**config.mk**
```make
export PLATFORM = sky130hd
export DESIGN_NAME = draw_enemy_flat
export DESIGN_NICKNAME = d
export VERILOG_FILES = /design/src/rtl/enemy_pkg.sv /design/src/rtl/draw_enemy_if.sv /design/src/rtl/enemy_sprite_rom.sv /design/src/rtl/draw_enemy.sv /design/src/flat_wrapper.sv
export SDC_FILE = /design/constraint.sdc
export NUM_CORES = 1
export LEC_CHECK = 0
export BUFFER_PORTS_ARGS = -buffer_cell sky130_fd_sc_hd__buf_4
export CAP_MARGIN = 20
export CORE_MARGIN = 1.5
export CORE_UTILIZATION = 55
export CTS_BUF_LIST = sky130_fd_sc_hd__clkbuf_16
export DETAILED_ROUTE_END_ITERATION = 16
export GPL_ROUTABILITY_DRIVEN = 0
export GPL_TIMING_DRIVEN = 0
export PLACE_DENSITY = 0.78
export SYNTH_ARGS = -nofsm -noshare
export SYNTH_HDL_FRONTEND = slang
export SYNTH_SLANG_ARGS = --single-unit
export TNS_END_PERCENT = 50
```
**constraint.sdc**
```tcl
create_clock -name pclk -period 8.5 [get_ports pclk]
set_clock_uncertainty 0.2 [all_clocks]
set_input_delay 1.7 -clock pclk [delete_from_list [all_inputs] [get_ports pclk]]
set_output_delay 1.7 -clock pclk [all_outputs]
set_load 0.03 [all_outputs]
```
**src/rtl/enemy_pkg.sv**
```systemverilog
// Shared definitions for the enemy draw stage: sprite geometry defaults,
// transparent colour key, life-state codes, pipeline depth and sprite art.
package enemy_pkg;

   localparam int          SPR_W_DEF   = 32;
   localparam int          SPR_H_DEF   = 32;
   localparam int          DRAW_LAT    = 3;
   localparam logic [11:0] TRANSPARENT = 12'hF0F;

   typedef enum logic [1:0] {
      ST_ALIVE = 2'd0,
      ST_EXPL  = 2'd1,
      ST_DEAD  = 2'd2
   } state_t;

   // VGA timing + background pixel as carried down the pipe
   typedef struct packed {
      logic [10:0] hcount;
      logic [10:0] vcount;
      logic        hsync;
      logic        vsync;
      logic        hblnk;
      logic        vblnk;
      logic [11:0] rgb;
   } vga_t;

   // Sprite art as a fixed function of address {dy,dx} (row-major, 32 wide).
   // An 8x8 patch in the top-right corner is keyed out as transparent.
   function automatic logic [11:0] sprite_texel(input logic [15:0] a);
      logic [11:0] t;
      t = {a[9:6], a[5:2], a[1:0], 2'b01};
      if (a[4:3] == 2'b11 && a[9:8] == 2'b00) t = TRANSPARENT;
      return t;
   endfunction

endpackage

```
**src/rtl/draw_enemy_if.sv**
```systemverilog
// VGA pixel-stream bundle: timing, coordinates and pixel colour.
// master drives the stream, slave consumes it.
interface draw_enemy_if;
   logic [10:0] hcount;
   logic [10:0] vcount;
   logic        hsync;
   logic        vsync;
   logic        hblnk;
   logic        vblnk;
   logic [11:0] rgb;

   modport master (output hcount, vcount, hsync, vsync, hblnk, vblnk, rgb);
   modport slave  (input  hcount, vcount, hsync, vsync, hblnk, vblnk, rgb);
endinterface

```
**src/rtl/enemy_sprite_rom.sv**
```systemverilog
// Enemy sprite ROM, SPR_W*SPR_H x 12 bit, registered output (1-cycle read).
module enemy_sprite_rom
   import enemy_pkg::*;
#(
   parameter int AW = 10
) (
   input  logic          pclk,
   input  logic [AW-1:0] addr,
   output logic [11:0]   data
);

   // synchronous read; contents are constant, so no reset is needed
   always_ff @(posedge pclk)
      data <= sprite_texel(16'(addr));

endmodule

```
**src/rtl/draw_enemy.sv**
```systemverilog
// Enemy sprite overlay on the VGA stream with ALIVE/EXPLODING/DEAD life state.
// Three-stage pipe: S1 box test + address, S2 ROM read, S3 composite.
// Optional build macro ENEMY_FLASH_EN: while exploding the sprite flashes
// white on even frame counts instead of being hidden.
module draw_enemy
   import enemy_pkg::*;
#(
   parameter int SPR_W       = SPR_W_DEF,
   parameter int SPR_H       = SPR_H_DEF,
   parameter int EXPL_FRAMES = 16
) (
   input  logic          pclk,
   input  logic          rst,
   input  logic [11:0]   xpos_in,
   input  logic [11:0]   ypos_in,
   input  logic          on_in,
   input  logic          hit_in,
   input  logic          respawn_in,
   draw_enemy_if.slave   vga_in,
   draw_enemy_if.master  vga_out,
   output logic          alive_out
);

   localparam int AX = $clog2(SPR_W);
   localparam int AY = $clog2(SPR_H);

   state_t       state, state_nxt;
   logic [7:0]   cnt, cnt_nxt;
   logic         vblnk_prev, vblnk_rise;
   logic [11:0]  xl, yl;
   logic         on_l;

   logic [12:0]  dx, dy;
   logic         in_box, draw_en, flash;

   vga_t              tim_in, tim_s1, tim_s2;
   logic [AY+AX-1:0]  addr_s1;
   logic              show_s1, show_s2, flash_s1, flash_s2;
   logic [11:0]       texel;

   assign vblnk_rise = vga_in.vblnk & ~vblnk_prev;
   assign alive_out  = (state == ST_ALIVE) && on_l;

   // capture position once per frame so the sprite never tears mid-frame
   always_ff @(posedge pclk) begin
      if (rst) begin
         vblnk_prev <= 1'b0;
         xl         <= '0;
         yl         <= '0;
         on_l       <= 1'b0;
      end else begin
         vblnk_prev <= vga_in.vblnk;
         if (vblnk_rise) begin
            xl   <= xpos_in;
            yl   <= ypos_in;
            on_l <= on_in;
         end
      end
   end

   // life-state register
   always_ff @(posedge pclk) begin
      if (rst) begin
         state <= ST_ALIVE;
         cnt   <= '0;
      end else begin
         state <= state_nxt;
         cnt   <= cnt_nxt;
      end
   end

   // life-state transitions; each pulse only acts in the state where it is legal
   always_comb begin
      state_nxt = state;
      cnt_nxt   = cnt;
      case (state)
         ST_ALIVE: if (hit_in && on_l) begin
            state_nxt = ST_EXPL;
            cnt_nxt   = '0;
         end
         ST_EXPL: if (vblnk_rise) begin
            if (cnt == 8'(EXPL_FRAMES-1)) state_nxt = ST_DEAD;
            else                          cnt_nxt   = cnt + 8'd1;
         end
         ST_DEAD: if (respawn_in) state_nxt = ST_ALIVE;
         default: state_nxt = ST_ALIVE;
      endcase
   end

   // S1 box test: 13-bit subtraction so a position left/above the pixel
   // shows up as a borrow and counts as outside
   always_comb begin
      dx     = {2'b00, vga_in.hcount} - {1'b0, xl};
      dy     = {2'b00, vga_in.vcount} - {1'b0, yl};
      in_box = !dx[12] && !dy[12] &&
               (dx[11:0] < 12'(SPR_W)) && (dy[11:0] < 12'(SPR_H));
`ifdef ENEMY_FLASH_EN
      draw_en = on_l && (state == ST_ALIVE || state == ST_EXPL);
      flash   = (state == ST_EXPL) && !cnt[0];
`else
      draw_en = on_l && (state == ST_ALIVE);
      flash   = 1'b0;
`endif
      tim_in  = '{hcount: vga_in.hcount, vcount: vga_in.vcount,
                  hsync:  vga_in.hsync,  vsync:  vga_in.vsync,
                  hblnk:  vga_in.hblnk,  vblnk:  vga_in.vblnk,
                  rgb:    vga_in.rgb};
   end

   // S1 register: timing, ROM address and draw decision
   always_ff @(posedge pclk) begin
      if (rst) begin
         tim_s1   <= '0;
         addr_s1  <= '0;
         show_s1  <= 1'b0;
         flash_s1 <= 1'b0;
      end else begin
         tim_s1   <= tim_in;
         addr_s1  <= {dy[AY-1:0], dx[AX-1:0]};
         show_s1  <= in_box && draw_en;
         flash_s1 <= flash;
      end
   end

   enemy_sprite_rom #(.AW(AY+AX)) u_rom (
      .pclk (pclk),
      .addr (addr_s1),
      .data (texel)
   );

   // S2 register: keep side-band aligned with the ROM read
   always_ff @(posedge pclk) begin
      if (rst) begin
         tim_s2   <= '0;
         show_s2  <= 1'b0;
         flash_s2 <= 1'b0;
      end else begin
         tim_s2   <= tim_s1;
         show_s2  <= show_s1;
         flash_s2 <= flash_s1;
      end
   end

   // S3 composite: blanking wins, then opaque sprite texel, else background
   always_ff @(posedge pclk) begin
      if (rst) begin
         vga_out.hcount <= '0;
         vga_out.vcount <= '0;
         vga_out.hsync  <= 1'b0;
         vga_out.vsync  <= 1'b0;
         vga_out.hblnk  <= 1'b0;
         vga_out.vblnk  <= 1'b0;
         vga_out.rgb    <= '0;
      end else begin
         vga_out.hcount <= tim_s2.hcount;
         vga_out.vcount <= tim_s2.vcount;
         vga_out.hsync  <= tim_s2.hsync;
         vga_out.vsync  <= tim_s2.vsync;
         vga_out.hblnk  <= tim_s2.hblnk;
         vga_out.vblnk  <= tim_s2.vblnk;
         if (tim_s2.hblnk || tim_s2.vblnk)
            vga_out.rgb <= 12'h000;
         else if (show_s2 && texel != TRANSPARENT)
            vga_out.rgb <= flash_s2 ? 12'hFFF : texel;
         else
            vga_out.rgb <= tim_s2.rgb;
      end
   end

endmodule
```
**src/flat_wrapper.sv**
```systemverilog
// flat-port wrapper written by rule: the top's interface ports become plain ports
module draw_enemy_flat import enemy_pkg::*;
#(
   parameter int SPR_W       = SPR_W_DEF,
   parameter int SPR_H       = SPR_H_DEF,
   parameter int EXPL_FRAMES = 16
)
  (pclk, rst, xpos_in, ypos_in, on_in, hit_in, respawn_in, alive_out, vga_in_hcount, vga_in_vcount, vga_in_hsync, vga_in_vsync, vga_in_hblnk, vga_in_vblnk, vga_in_rgb, vga_out_hcount, vga_out_vcount, vga_out_hsync, vga_out_vsync, vga_out_hblnk, vga_out_vblnk, vga_out_rgb);
  draw_enemy_if vga_in_i ();
  draw_enemy_if vga_out_i ();
  input  logic pclk;
  input  logic rst;
  input  logic [11:0] xpos_in;
  input  logic [11:0] ypos_in;
  input  logic on_in;
  input  logic hit_in;
  input  logic respawn_in;
  output logic alive_out;
  input wire logic [$bits(vga_in_i.hcount)-1:0] vga_in_hcount;
  input wire logic [$bits(vga_in_i.vcount)-1:0] vga_in_vcount;
  input wire logic [$bits(vga_in_i.hsync)-1:0] vga_in_hsync;
  input wire logic [$bits(vga_in_i.vsync)-1:0] vga_in_vsync;
  input wire logic [$bits(vga_in_i.hblnk)-1:0] vga_in_hblnk;
  input wire logic [$bits(vga_in_i.vblnk)-1:0] vga_in_vblnk;
  input wire logic [$bits(vga_in_i.rgb)-1:0] vga_in_rgb;
  output wire logic [$bits(vga_out_i.hcount)-1:0] vga_out_hcount;
  output wire logic [$bits(vga_out_i.vcount)-1:0] vga_out_vcount;
  output wire logic [$bits(vga_out_i.hsync)-1:0] vga_out_hsync;
  output wire logic [$bits(vga_out_i.vsync)-1:0] vga_out_vsync;
  output wire logic [$bits(vga_out_i.hblnk)-1:0] vga_out_hblnk;
  output wire logic [$bits(vga_out_i.vblnk)-1:0] vga_out_vblnk;
  output wire logic [$bits(vga_out_i.rgb)-1:0] vga_out_rgb;
  assign vga_in_i.hcount = vga_in_hcount;
  assign vga_in_i.vcount = vga_in_vcount;
  assign vga_in_i.hsync = vga_in_hsync;
  assign vga_in_i.vsync = vga_in_vsync;
  assign vga_in_i.hblnk = vga_in_hblnk;
  assign vga_in_i.vblnk = vga_in_vblnk;
  assign vga_in_i.rgb = vga_in_rgb;
  assign vga_out_hcount = vga_out_i.hcount;
  assign vga_out_vcount = vga_out_i.vcount;
  assign vga_out_hsync = vga_out_i.hsync;
  assign vga_out_vsync = vga_out_i.vsync;
  assign vga_out_hblnk = vga_out_i.hblnk;
  assign vga_out_vblnk = vga_out_i.vblnk;
  assign vga_out_rgb = vga_out_i.rgb;
  draw_enemy #(.SPR_W(SPR_W), .SPR_H(SPR_H), .EXPL_FRAMES(EXPL_FRAMES)) u_core (.pclk(pclk), .rst(rst), .xpos_in(xpos_in), .ypos_in(ypos_in), .on_in(on_in), .hit_in(hit_in), .respawn_in(respawn_in), .vga_in(vga_in_i), .vga_out(vga_out_i), .alive_out(alive_out));
endmodule
```
Yosys cells after proc, flatten, opt, wreduce, memory -nomap -nowiden

Index checks and enable logic that the tools add are counted.
W data, S select, Z words.

Add/sub/neg operators: 3
$mul: 0
Divide/modulo/power cells: 0
Magnitude comparators: 2
Eq/ne operators: 10
Shift operators: 0
Muxes and demuxes: 11
Bitwise gates (word level): 2
Reduce and logical (&&, ||, !) cells: 17

Operators with widths:

| kind                   | number |
|---|---|
| $sub A11 B12 Y13       | 2 |
| $lt A12 B6 Y1 const B  | 2 |
| $mux W8                | 3 |
| $pmux W8 S2            | 1 |
| $mux W12               | 1 |
| $ne A12 B12 Y1 const B | 1 |
| $mux W2                | 5 |
| $add A8 B1 Y8 const B  | 1 |
| $eq A8 B4 Y1 const B   | 1 |
| $logic_and A1 B1 Y1    | 8 |
| $reduce_and A4 Y1      | 2 |
| $ne A2 B2 Y1 const B   | 3 |
| $pmux W2 S3            | 1 |
| $eq A2 B2 Y1 const B   | 2 |
| $logic_not A2 Y1       | 2 |
| $ne A2 B1 Y1 const B   | 2 |
| $eq A2 B1 Y1 const B   | 1 |
| $logic_not A1 Y1       | 2 |
| $reduce_bool A2 Y1     | 1 |
| $reduce_or A2 Y1       | 1 |
| $and A1 B1 Y1          | 1 |
| $logic_or A1 B1 Y1     | 1 |
| $not A1 Y1             | 1 |

Flip-flop bits (word level): 173
Latch bits: 0
Bits in writable memories: 0
Memory bits (read-only): 0
Bits of input ports: 67
Output and inout bits: 39
Word-level logic and storage cells: 76
Memories: 0

Longest topological paths before layout

Depth in word-level cells: 6
Gate-level depth with buffers: 9
Mapped depth without buffers: 9

By module

A second synthesis with hierarchy kept.

Cells, all modules: 649
Area total of the unflattened synthesis: 6,323.6 µm²

Modules (own cells, without submodules):

| module           | times used | cells an instance | area an instance (µm²) | seq. area each (µm²) |
|---|---|---|---|---|
| draw_enemy       | 1          | 623               | 6,000.8                | 3,223.1 |
| enemy_sprite_rom | 1          | 26                | 322.8                  | 220.2 |

Worst setup path before layout

OpenSTA, ideal clock, no wires.

Path kind: in2reg
Start point: input vga_in_hcount[0]
End point: register u_core.show_s1
Setup time: 88 ps
Arrival: 3,675 ps
Required time: 8,212 ps
Setup slack: 4,537 ps
Stages on the path: 9
Buffers on the path: 0
Cells stage by stage: inv_1 > ha_1 > fa_1 > nand4b_1 > o211ai_2 > a21oi_1 > a31o_1 > or4_4 > nor4_2

Word-level cells in the longest chain between the ends: 6
Elaborated cells on any way between the ends: 7
Classes of those cells: add/sub: 1; order compare: 1; reduce/logical: 5

RTL lines:

| element                                               | line               | text |
|---|---|---|
| start: declaration                                    | flat_wrapper.sv:19 | `input wire logic [$bits(vga_in_i.hcount)-1:0] vga_in_hcount;` |
| $sub A11 B12 Y13 (*)                                  | draw_enemy.sv:93   | `dx = {2'b00, vga_in.hcount} - {1'b0, xl};` |
| branches (longest 2 deep; another with $lt A12 B6 Y1) | --                 |  |
| $logic_and A1 B1 Y1 (*)                               | draw_enemy.sv:95   | `in_box = !dx[12] && !dy[12] &&` |
| $logic_and A1 B1 Y1 (*)                               | draw_enemy.sv:96   | `(dx[11:0] < 12'(SPR_W)) && (dy[11:0] < 12'(SPR_H));` |
| $logic_and A1 B1 Y1 (*)                               | draw_enemy.sv:120  | `show_s1 <= in_box && draw_en;` |
| end signal: assignment                                | draw_enemy.sv:120  |  |
| end: declaration                                      | draw_enemy.sv:38   | `logic show_s1, show_s2, flash_s1, flash_s2;` |

Mark *: on every way between the ends.
A chain may end at the register's enable or synchronous reset.

Worst setup path after layout

Same ends and word-level chain as after synthesis.

==> qor.yml <==
first_pass_iters: 5
die_w_um: 110
htreeDepth: 4
synth_top_family_by_area: "simple AND/OR/NAND/NOR gates"
synth_top_flop_cell: "dfxtp_1"
drtIter0Drc: 234
cts_setup_buffers: 0
final_cell_mix: "172 x dfxtp_1, 108 x nor2b_1, 104 x buf_4, 63 x nand2_1, 44 x nor2_1"
reg2regPathDepth: 8
whs_ns: 0.217
fin_tns_setup_ns: 0
status: "finished, final reports clean"
portBuffers: 104
grt_setup_unrepaired: "no"
postSynth.asyncResetShare_pct: 0
seq_area_frac_synth_pct: 54.8
hp-class: "register to register"
cp-end-kind: "register"
rows: 38
cts_buffers: 17
syn_nets: 738
route.detailed.drc: 0
fill_cells: 846
slew_headroom_pct: 55.8
worstMarginPinSlew_ns: 0.662
ir_worst_vdd_mv: 0.167
synth_compound_area_share_pct: 9.00
viasPerCell: 5.08
postRouteAntennaNets: 0
synth_edf_count: 0
grt_pass1_vias: 4362
hp-start: "u_core.addr_s1[6]"
cts_tree: "done"
power.density_nw_per_um2: 234
ys_ff_latch: 172
crit_required_ns: 8.64
muxShareOfSynthArea_pct: 2.07
timing.final.crit_share_pct: 44.7
hold-path-cell-count: 1
grt_max_degree: 17
start_kind: "primary input"
antenna_cells: 0
area_delta_synth_final_pct: 24.9
cts.sinks: 172
nNetsFinal: 861
ctsResizeCount: 0
drv_cap: 0
dieHeight_um: 110
arrival_ns: 3.94
hold_violations: 0
synth-simple-area-share_pct: 23.3
initial_utilization_pct: 57.2
grt_pass1_wl_um: 20300
syn_inst: 646
worstPathMaxFanout: 5
wl_um: 13000
clk_pin_slew_worst_paths_ns: 0.06
syn_area_per_cell_um2: 9.72
num_io_pins: 106
track_usage_pct: 22.7
crit_type: "primary input to register"
vias: 4681
clock.fmax_mhz: 263
netlist_area_um2: 6280
postCtsHoldBufs: 0
yosysUniqueCellTypes: 58
timing.final.crit_period_ns: 3.80
synth_xor_area_share_pct: 1.39
synth_adder_area_share_pct: 5.22
drive_above_1_share_pct: 19.6
synth-warning-count: 0
coreArea_um2: 11000
final-setup-viol-count: 0
r2r_slack_ns: 5.79
reg2reg_from: "u_core.xl[0]"
timing.rr.end: "u_core.show_s1"
cts_max_path_buffers: 2
antenna_found_initial: 0
cts-root-buf: "clkbuf_16"
cp-startpoint: "vga_in_hcount[0]"
slew_violations: 0
wl_per_cell_um: 14.2
dp_hpwl_um: 9760
die-area_um2: 12100
final_common_cell: "dfxtp_1"
grt_overflow_total: 0
whs_endpoint: "u_core.u_rom.data[8]"
clock_latency_ns: 0.43
power.leakage_uw: 0.00344
-- where the power goes --
part	switching (uW)	internal, uW
Clock	300	486
Sequential	16.0	846
Combinational	104	87.5
-- state kept, by name (all words and copies together) (netlist names), 2 cells and up --
signal                 count
u_core.tim_s2             38
u_core.vga_out.rgb        12
u_core.addr_s1            10
u_core.cnt                 8
u_core.xl                 12
u_core.yl                 12
u_core.vga_out.vcount     11
u_core.state               2
u_core.vga_out.hcount     11
u_core.u_rom.data         11
u_core.tim_s1             38
-- metrics by stage --
step                power, uW  cell area, um^2  setup WS (ns)  cells  util [%]
finish                   1840             7840           4.70    922      71.4
global route             1910             7840           4.54    922      71.4
CTS                      1850             7840           4.71    922      71.4
detailed placement       1070             7240           4.28    890      65.9
global placement         1060             7240           4.32    890      65.9
floorplan                1000             6280           4.54    646         -
-- synth_stat cells, types with 2 or more instances --
library cell	count	area, um^2
nor2b_1	108	676
mux2i_1	13	130
o21a_1	3	22.5
o22ai_1	2	12.5
clkbuf_1	22	82.6
buf_6	2	22.5
nor3b_1	2	15.0
nand3_1	8	40.0
nor2_1	44	165
buf_1	2	7.51
nand2_1	63	236
nand3b_1	6	45.0
or2b_1	2	15.0
a21oi_1	42	210
or3_1	2	12.5
or2_2	6	37.5
a31oi_1	4	25.0
nor4_2	2	25.0
a21o_1	4	30.0
o21ai_1	2	10.0
dfxtp_1	172	3440
nor3_1	9	45.0
nand2b_1	6	37.5
fa_1	2	40.0
ha_1	23	288
o31ai_1	2	15.0
inv_1	39	146
o21ai_0	10	50.1
o2111ai_1	3	26.3
nand4_1	2	12.5
a211oi_1	2	15.0
xnor2_1	6	52.6
xor2_1	4	35.0
and3_1	3	18.8
-- per-layer routing --
| layer | share of wire [%] | up-vias | global-route usage, % |
|---|---|---|---|
| met4 | 2.3 | 0 | 9.55 |
| li1 | - | 2356 | - |
| met2 | 50 | 143 | 37.8 |
| met3 | 5.8 | 28 | 6.16 |
| met1 | 42 | 2154 | 27.7 |
| met5 | 0 | - | 0 |
-- cell type report --
type | instances | area (um^2) | area share, %
flip-flops and latches | 172 | 3440 | 43.9
clock inverters | 15 | 180 | 2.30
repair buffers | 104 | 781 | 9.95
multi-input cells | 408 | 2570 | 32.8
clock buffers | 17 | 425 | 5.42
well taps | 140 | 175 | 2.23
plain buffers | 27 | 118 | 1.50
inverters | 39 | 146 | 1.87
-- worst max-delay path: stages --
cell	delay, ns
buf_4	0.07
inv_1	0.04
ha_1	0.22
fa_1	0.44
nand4b_1	0.23
o211ai_2	0.14
a21oi_1	0.10
a31o_1	0.20
or4_4	0.53
nor4_2	0.26
-- kinds of logic (layout without fill, tap and decap cells) --
family	Yosys count	in the layout
simple gates	271	271
flops	172	172
compound gates	89	89
buf+inv	66	202
fa+ha+maj	25	25
mux	13	13
xor+xnor	10	10
-- worst max-delay path by stage --
| stage | end | slack (ns) |
|---|---|---|
| 2_1_floorplan | u_core.show_s1 | 4.54 |
| 3_3_place_gp | u_core.show_s1 | 4.32 |
| 3_5_place_dp | u_core.show_s1 | 4.28 |
| 4_1_cts | u_core.show_s1 | 4.71 |
| 5_1_grt | u_core.show_s1 | 4.54 |
| 6_report | u_core.show_s1 | 4.70 |
Power figures use the tool's default switching activity.
